**config.mk**
```make
export PLATFORM = sky130hd
export DESIGN_NAME = multitimer
export DESIGN_NICKNAME = d
export VERILOG_FILES = /design/src/rtl/multitimer_pkg.sv /design/src/rtl/timer_chan.sv /design/src/rtl/multitimer.sv
export SDC_FILE = /design/constraint.sdc
export NUM_CORES = 1
export LEC_CHECK = 0
export ABC_AREA = 1
export CORE_MARGIN = 3
export CORE_UTILIZATION = 35
export DETAILED_ROUTE_END_ITERATION = 7
export PLACE_DENSITY = 0.55
export SLEW_MARGIN = 10
export SYNTH_ARGS = -nofsm -noshare
export SYNTH_HDL_FRONTEND = slang
export SYNTH_SLANG_ARGS = --single-unit
```
**constraint.sdc**
```tcl
create_clock -name clk -period 5.1 [get_ports clk]
set_clock_uncertainty 0.15 [all_clocks]
set_input_delay 1.02 -clock clk [delete_from_list [all_inputs] [get_ports clk]]
set_output_delay 1.02 -clock clk [all_outputs]
set_load 0.02 [all_outputs]
```
**src/rtl/multitimer_pkg.sv**
```systemverilog
// Shared constants for the multitimer: register offsets within a channel,
// CTRL bit positions, maximum counter width and a byte-select helper.
package multitimer_pkg;

  localparam int unsigned MAX_WIDTH = 24;

  localparam logic [2:0] OFF_CTRL    = 3'd0;
  localparam logic [2:0] OFF_RLD_H   = 3'd1;
  localparam logic [2:0] OFF_RLD_M   = 3'd2;
  localparam logic [2:0] OFF_RLD_L   = 3'd3;
  localparam logic [2:0] OFF_CNT_H   = 3'd4;
  localparam logic [2:0] OFF_CNT_M   = 3'd5;
  localparam logic [2:0] OFF_CNT_L   = 3'd6;
  localparam logic [2:0] OFF_SUMMARY = 3'd7;

  localparam int unsigned CTRL_IRQ     = 7;
  localparam int unsigned CTRL_IEN     = 6;
  localparam int unsigned CTRL_ONESHOT = 1;
  localparam int unsigned CTRL_RUN     = 0;

  // Byte 2 = [23:16], byte 1 = [15:8], byte 0 = [7:0].
  function automatic logic [7:0] byte_of(input logic [MAX_WIDTH-1:0] v,
                                         input logic [1:0] sel);
    case (sel)
      2'd2:    byte_of = v[23:16];
      2'd1:    byte_of = v[15:8];
      2'd0:    byte_of = v[7:0];
      default: byte_of = '0;
    endcase
  endfunction

endpackage

```
**src/rtl/timer_chan.sv**
```systemverilog
// One timer channel: CTRL flags, reload register, down-counter and the
// count snapshot used for coherent multi-byte reads.
module timer_chan
  import multitimer_pkg::*;
#(
  parameter int unsigned WIDTH = 24
) (
  input  logic       clk,
  input  logic       rst_n,
  input  logic       wr_en,
  input  logic       rd_en,
  input  logic [2:0] off,
  input  logic [7:0] wdata,
  output logic [7:0] rdata,
  output logic       flag,
  output logic       irq
);

  logic             flag_q, flag_d;
  logic             ien_q, ien_d;
  logic             oneshot_q, oneshot_d;
  logic             run_q, run_d;
  logic [WIDTH-1:0] reload_q, reload_d;
  logic [WIDTH-1:0] count_q, count_d;
  logic [WIDTH-1:0] snap_q, snap_d;

  logic                 ctrl_wr;
  logic                 start;
  logic [MAX_WIDTH-1:0] rld_wr;
  logic [MAX_WIDTH-1:0] rld_rd;
  logic [MAX_WIDTH-1:0] cnt_rd;
  logic [MAX_WIDTH-1:0] snap_rd;

  assign ctrl_wr = wr_en && (off == OFF_CTRL);
  assign start   = ctrl_wr && wdata[CTRL_RUN] && !run_q;

  // Next-state: register writes, start/stop, countdown and expiry handling.
  always_comb begin
    flag_d    = flag_q;
    ien_d     = ien_q;
    oneshot_d = oneshot_q;
    run_d     = run_q;
    count_d   = count_q;
    snap_d    = snap_q;
    rld_wr    = MAX_WIDTH'(reload_q);

    if (ctrl_wr) begin
      ien_d     = wdata[CTRL_IEN];
      oneshot_d = wdata[CTRL_ONESHOT];
      run_d     = wdata[CTRL_RUN];
      if (wdata[CTRL_IRQ]) flag_d = 1'b0;
    end

    if (wr_en) begin
      case (off)
        OFF_RLD_H: rld_wr[23:16] = wdata;
        OFF_RLD_M: rld_wr[15:8]  = wdata;
        OFF_RLD_L: rld_wr[7:0]   = wdata;
        default:   ;
      endcase
    end
    reload_d = rld_wr[WIDTH-1:0];

    if (rd_en && (off == OFF_CNT_H)) snap_d = count_q;

    // A stop write suppresses the tick in its own cycle, so COUNT freezes
    // at its current value; an expiry later in this block overrides a
    // same-cycle flag clear.
    if (start) begin
      count_d = reload_q;
    end else if (run_q && run_d) begin
      if (count_q == '0) begin
        flag_d = 1'b1;
        if (oneshot_q) run_d = 1'b0;
        else           count_d = reload_q;
      end else begin
        count_d = count_q - WIDTH'(1);
      end
    end
  end

  // Channel state, cleared asynchronously.
  always_ff @(posedge clk or negedge rst_n) begin
    if (!rst_n) begin
      flag_q    <= 1'b0;
      ien_q     <= 1'b0;
      oneshot_q <= 1'b0;
      run_q     <= 1'b0;
      reload_q  <= '0;
      count_q   <= '0;
      snap_q    <= '0;
    end else begin
      flag_q    <= flag_d;
      ien_q     <= ien_d;
      oneshot_q <= oneshot_d;
      run_q     <= run_d;
      reload_q  <= reload_d;
      count_q   <= count_d;
      snap_q    <= snap_d;
    end
  end

  // Read data for this channel's offsets; COUNT high byte is live, lower bytes come from the snapshot.
  always_comb begin
    rld_rd  = MAX_WIDTH'(reload_q);
    cnt_rd  = MAX_WIDTH'(count_q);
    snap_rd = MAX_WIDTH'(snap_q);
    case (off)
      OFF_CTRL:  rdata = {flag_q, ien_q, 4'b0000, oneshot_q, run_q};
      OFF_RLD_H: rdata = byte_of(rld_rd, 2'd2);
      OFF_RLD_M: rdata = byte_of(rld_rd, 2'd1);
      OFF_RLD_L: rdata = byte_of(rld_rd, 2'd0);
      OFF_CNT_H: rdata = byte_of(cnt_rd, 2'd2);
      OFF_CNT_M: rdata = byte_of(snap_rd, 2'd1);
      OFF_CNT_L: rdata = byte_of(snap_rd, 2'd0);
      default:   rdata = '0;
    endcase
  end

  assign flag = flag_q;
  assign irq  = flag_q && ien_q;

endmodule

```
**src/rtl/multitimer.sv**
```systemverilog
// Multi-channel down-counting timer with byte-wide register interface,
// per-channel interrupt flags and a combined interrupt output.
module multitimer
  import multitimer_pkg::*;
#(
  parameter int unsigned CHANNELS = 2,
  parameter int unsigned WIDTH    = 24
) (
  input  logic       clk,
  input  logic       rst_n,
  input  logic [4:0] AD,
  input  logic [7:0] DI,
  output logic [7:0] DO,
  input  logic       rw,
  input  logic       cs,
  output logic       irq
);

  logic [1:0]          ch;
  logic [2:0]          off;
  logic [CHANNELS-1:0] flags;
  logic [CHANNELS-1:0] irqs;
  logic [CHANNELS-1:0] wr_sel;
  logic [CHANNELS-1:0] rd_sel;
  logic [7:0]          chan_rdata [CHANNELS];
  logic [7:0]          summary;
  logic [7:0]          rd_data;
  logic [7:0]          do_q, do_d;

  assign ch  = AD[4:3];
  assign off = AD[2:0];

  for (genvar i = 0; i < CHANNELS; i++) begin : g_chan
    assign wr_sel[i] = cs && !rw && (ch == 2'(i));
    assign rd_sel[i] = cs &&  rw && (ch == 2'(i));

    timer_chan #(.WIDTH(WIDTH)) u_chan (
      .clk   (clk),
      .rst_n (rst_n),
      .wr_en (wr_sel[i]),
      .rd_en (rd_sel[i]),
      .off   (off),
      .wdata (DI),
      .rdata (chan_rdata[i]),
      .flag  (flags[i]),
      .irq   (irqs[i])
    );
  end

  // SUMMARY byte: one IRQ flag per implemented channel, upper bits zero.
  always_comb begin
    summary                 = '0;
    summary[CHANNELS-1:0]   = flags;
  end

  // Read mux: unimplemented channels and +7 of channels other than 0 read zero.
  always_comb begin
    rd_data = '0;
    for (int unsigned i = 0; i < CHANNELS; i++) begin
      if (ch == 2'(i)) begin
        if (off == OFF_SUMMARY) rd_data = (i == 0) ? summary : '0;
        else                    rd_data = chan_rdata[i];
      end
    end
    do_d = (cs && rw) ? rd_data : do_q;
  end

  // Registered read data, held between reads.
  always_ff @(posedge clk or negedge rst_n) begin
    if (!rst_n) do_q <= '0;
    else        do_q <= do_d;
  end

  assign DO  = do_q;
  assign irq = |irqs;

endmodule

```
==> run metrics <==
top cells by area, synth dfrtp_1 43%, nand2_1 22%, o21ai_0 6.9%; Mapped Nets between 1000 and 1500; DR WL/cell around 17 microns; Port Buffers 25; dpl ws ~1.2 ns; post-route setup slack 1.66 ns; min cycle time layout 3.44 ns; vias per inst 5.04; Final nets 1236; root buf cell clkbuf_16; Final Core Density 40.8%; Overflow after GRT 0; synthesized area roughly 0.0084 sq mm; hold_ws 0.337 ns; first-pass detailed-route iteration total 8; RSZ-0062 raised after global routing false; Max Slew Vio Count 0; Clock Latency Late Sink ~0.43 ns; P&R area growth vs syn 12.5%; vias in the first global route 7395; # DRC 0; critical path peak fanout 29; worst slew pin tran 0.993 ns; hpwl dp ~19000 microns; die area roughly 0.026 sq mm; P per Cell Area 492 mW/mm^2; Worst Hold Depth 2; crit end category flop; Syn Inst Count 1200; via count 7762; Finished Cell Area 0.00941 sq mm; Worst VDD drop around 0.23 mV; Worst Hold Class flop to flop; Yosys warning total 0; period utilization 67.4%; Cell Area, Placed about 0.009 sq mm; cell taking the most area after synthesis dfrtp_1; largest net degree at the start of global routing 91; CTS resizes 0; setup TNS 0 ns; data arrival time of the critical path 3.59 ns; outcome finished, final reports clean; gpl congestion 0.925; f_max 291 MHz; EDFF count, synth 0; critical path type input pin to flop; Die X 161 microns; CTS tree yes; I/O pin count 26; share of layout cells above drive strength 1 approximately 6.3%; initial antenna violation count 0; Critical Path Start Type input pin; Max-cap violations 0; most common cell in the netlist nand2_1; ANT nets after route 0; Slew headroom 33.6%; final hold viol count 0; Worst EP required around 5.3 ns; clock slew at reported path FFs ~0.07 ns; Core Area about 0.023 sq mm; Seq/Total Area, Yosys 43.1%; Ant. Diodes 0; area share of the largest cell type after synthesis 43.1%; unique cell type count in the Yosys netlist 34; H-Tree Depth 4; TritonCTS buffer count 17; most instantiated cells after synthesis 481 x nand2_1, 144 x dfrtp_1, 119 x inv_1; num rows between 50 and 60; Starting Density 36.3%; synthesized flop and latch total 144; die span in y ~160 microns; Reg2Reg Depth 10; Mapped Avg Cell Area between 6 and 7 sq um; final setup vio count 0; Initial DRC Count around 700; post-CTS setup buffers 0; first-pass GRT wire length 42300 microns; Lkg Pwr approximately 4.7 nW; Hold-fix buffers, CTS 0; CTS sink cnt between 100 and 150; Total GRT Usage 21.0%; share of async-settable or async-resettable flops after synthesis 100%; r2r setup slk 2.35 ns; Post-synth top flop dfrtp_1; CTS max path bufs 2; Post-Route WL 26300 microns
[report_power, final]
part | internal [mW] | total [mW] | leakage (nW) | switching, mW
Sequential | 1.42 | 1.71 | 1.91 | 0.299
Clock | 0.726 | 1.27 | 0.265 | 0.542
Combinational | 0.536 | 1.64 | 2.49 | 1.11
Total | 2.68 | 4.63 | 4.66 | 1.95
[layout by cell type (no fill, tap or decap)]
cell and n:
nor2_8 3, buf_4 5, clkinv_4 1, dfrtp_1 144, nand4_1 20, clkinv_1 2, nand3_1 88, inv_1 119
o21ai_0 115, nor2_4 6, nor2_2 4, o21ai_4 2, bufinv_16 2, nand3_2 2, nand4_2 3, clkdlybuf4s50_1 24
nand2_4 1, xor2_1 15, ha_1 4, a21oi_1 3, inv_4 1, inv_2 6, o21ai_1 5, nor3_1 7
nand2_2 5, xnor2_1 2, nor2_1 110, a22oi_1 1, o22ai_1 8, buf_6 1, clkinvlp_4 6, clkbuf_16 17
o21ai_2 1, nand2_1 481, clkinv_2 1, inv_6 5, mux2_2 5, o31ai_1 2
[cell type report]
| cell class | instances | area [sq um] |
|---|---|---|
| inverter | 129 | 488 |
| multi-input combinational | 893 | 4060 |
| timing repair buffer | 30 | 289 |
| clock inverter | 14 | 158 |
| clock buffer | 17 | 425 |
| fill | 2407 | 13600 |
| tap | 313 | 392 |
| sequential | 144 | 3600 |
[flip-flops by register name, summed over array words and instances, names as in the netlist]
signal                   flops
g_chan.u_chan.oneshot_q      2
DO                           8
g_chan.u_chan.run_q          2
g_chan.u_chan.reload_q      48
g_chan.u_chan.ien_q          2
g_chan.u_chan.cnt_rd        48
g_chan.u_chan.flag           2
g_chan.u_chan.snap_q        32
[through the flow]
stage                     std cells  power [mW]
final                          1540        4.63
after global routing           1540        5.00
after CTS                      1540        4.64
after detailed placement       1509        3.35
after global placement         1509        3.34
after floorplan                1200        2.87
[final timing paths]
| check | end | startpoint |
|---|---|---|
| setup / recovery | g_chan[1].u_chan.snap_q[6] | AD[0] |
| min in group asynchronous | g_chan[0].u_chan.reload_q[9] | rst_n |
| setup reg to reg | g_chan[0].u_chan.cnt_rd[3] | g_chan[0].u_chan.cnt_rd[9] |
| hold / removal | g_chan[1].u_chan.snap_q[13] | g_chan[1].u_chan.snap_q[13] |
| max in group asynchronous | g_chan[0].u_chan.reload_q[4] | rst_n |
| hold reg to reg | g_chan[1].u_chan.snap_q[13] | g_chan[1].u_chan.snap_q[13] |
[logic make-up after synthesis]
family          share of synthesized area (%)
flops                                    43.1
fa+ha+maj                               0.598
buf+inv                                  8.42
xor+xnor                                 1.78
compound gates                           8.72
mux                                     0.673
simple gates                             36.7
[layer usage]
metal  GRT usage, %  wire (microns)
met3           2.91            1490
met2           32.2           11500
met4           7.42             697
met5              0               0
met1           30.4           12600
[critical path, stage by stage]
cell and delay [ns]:
clkdlybuf4s50_1 0.53, nor2_1 0.18, nand2_1 0.35, inv_1 0.23, nand3_1 0.72, mux2_2 0.55
Power figures use the tool's default switching activity.
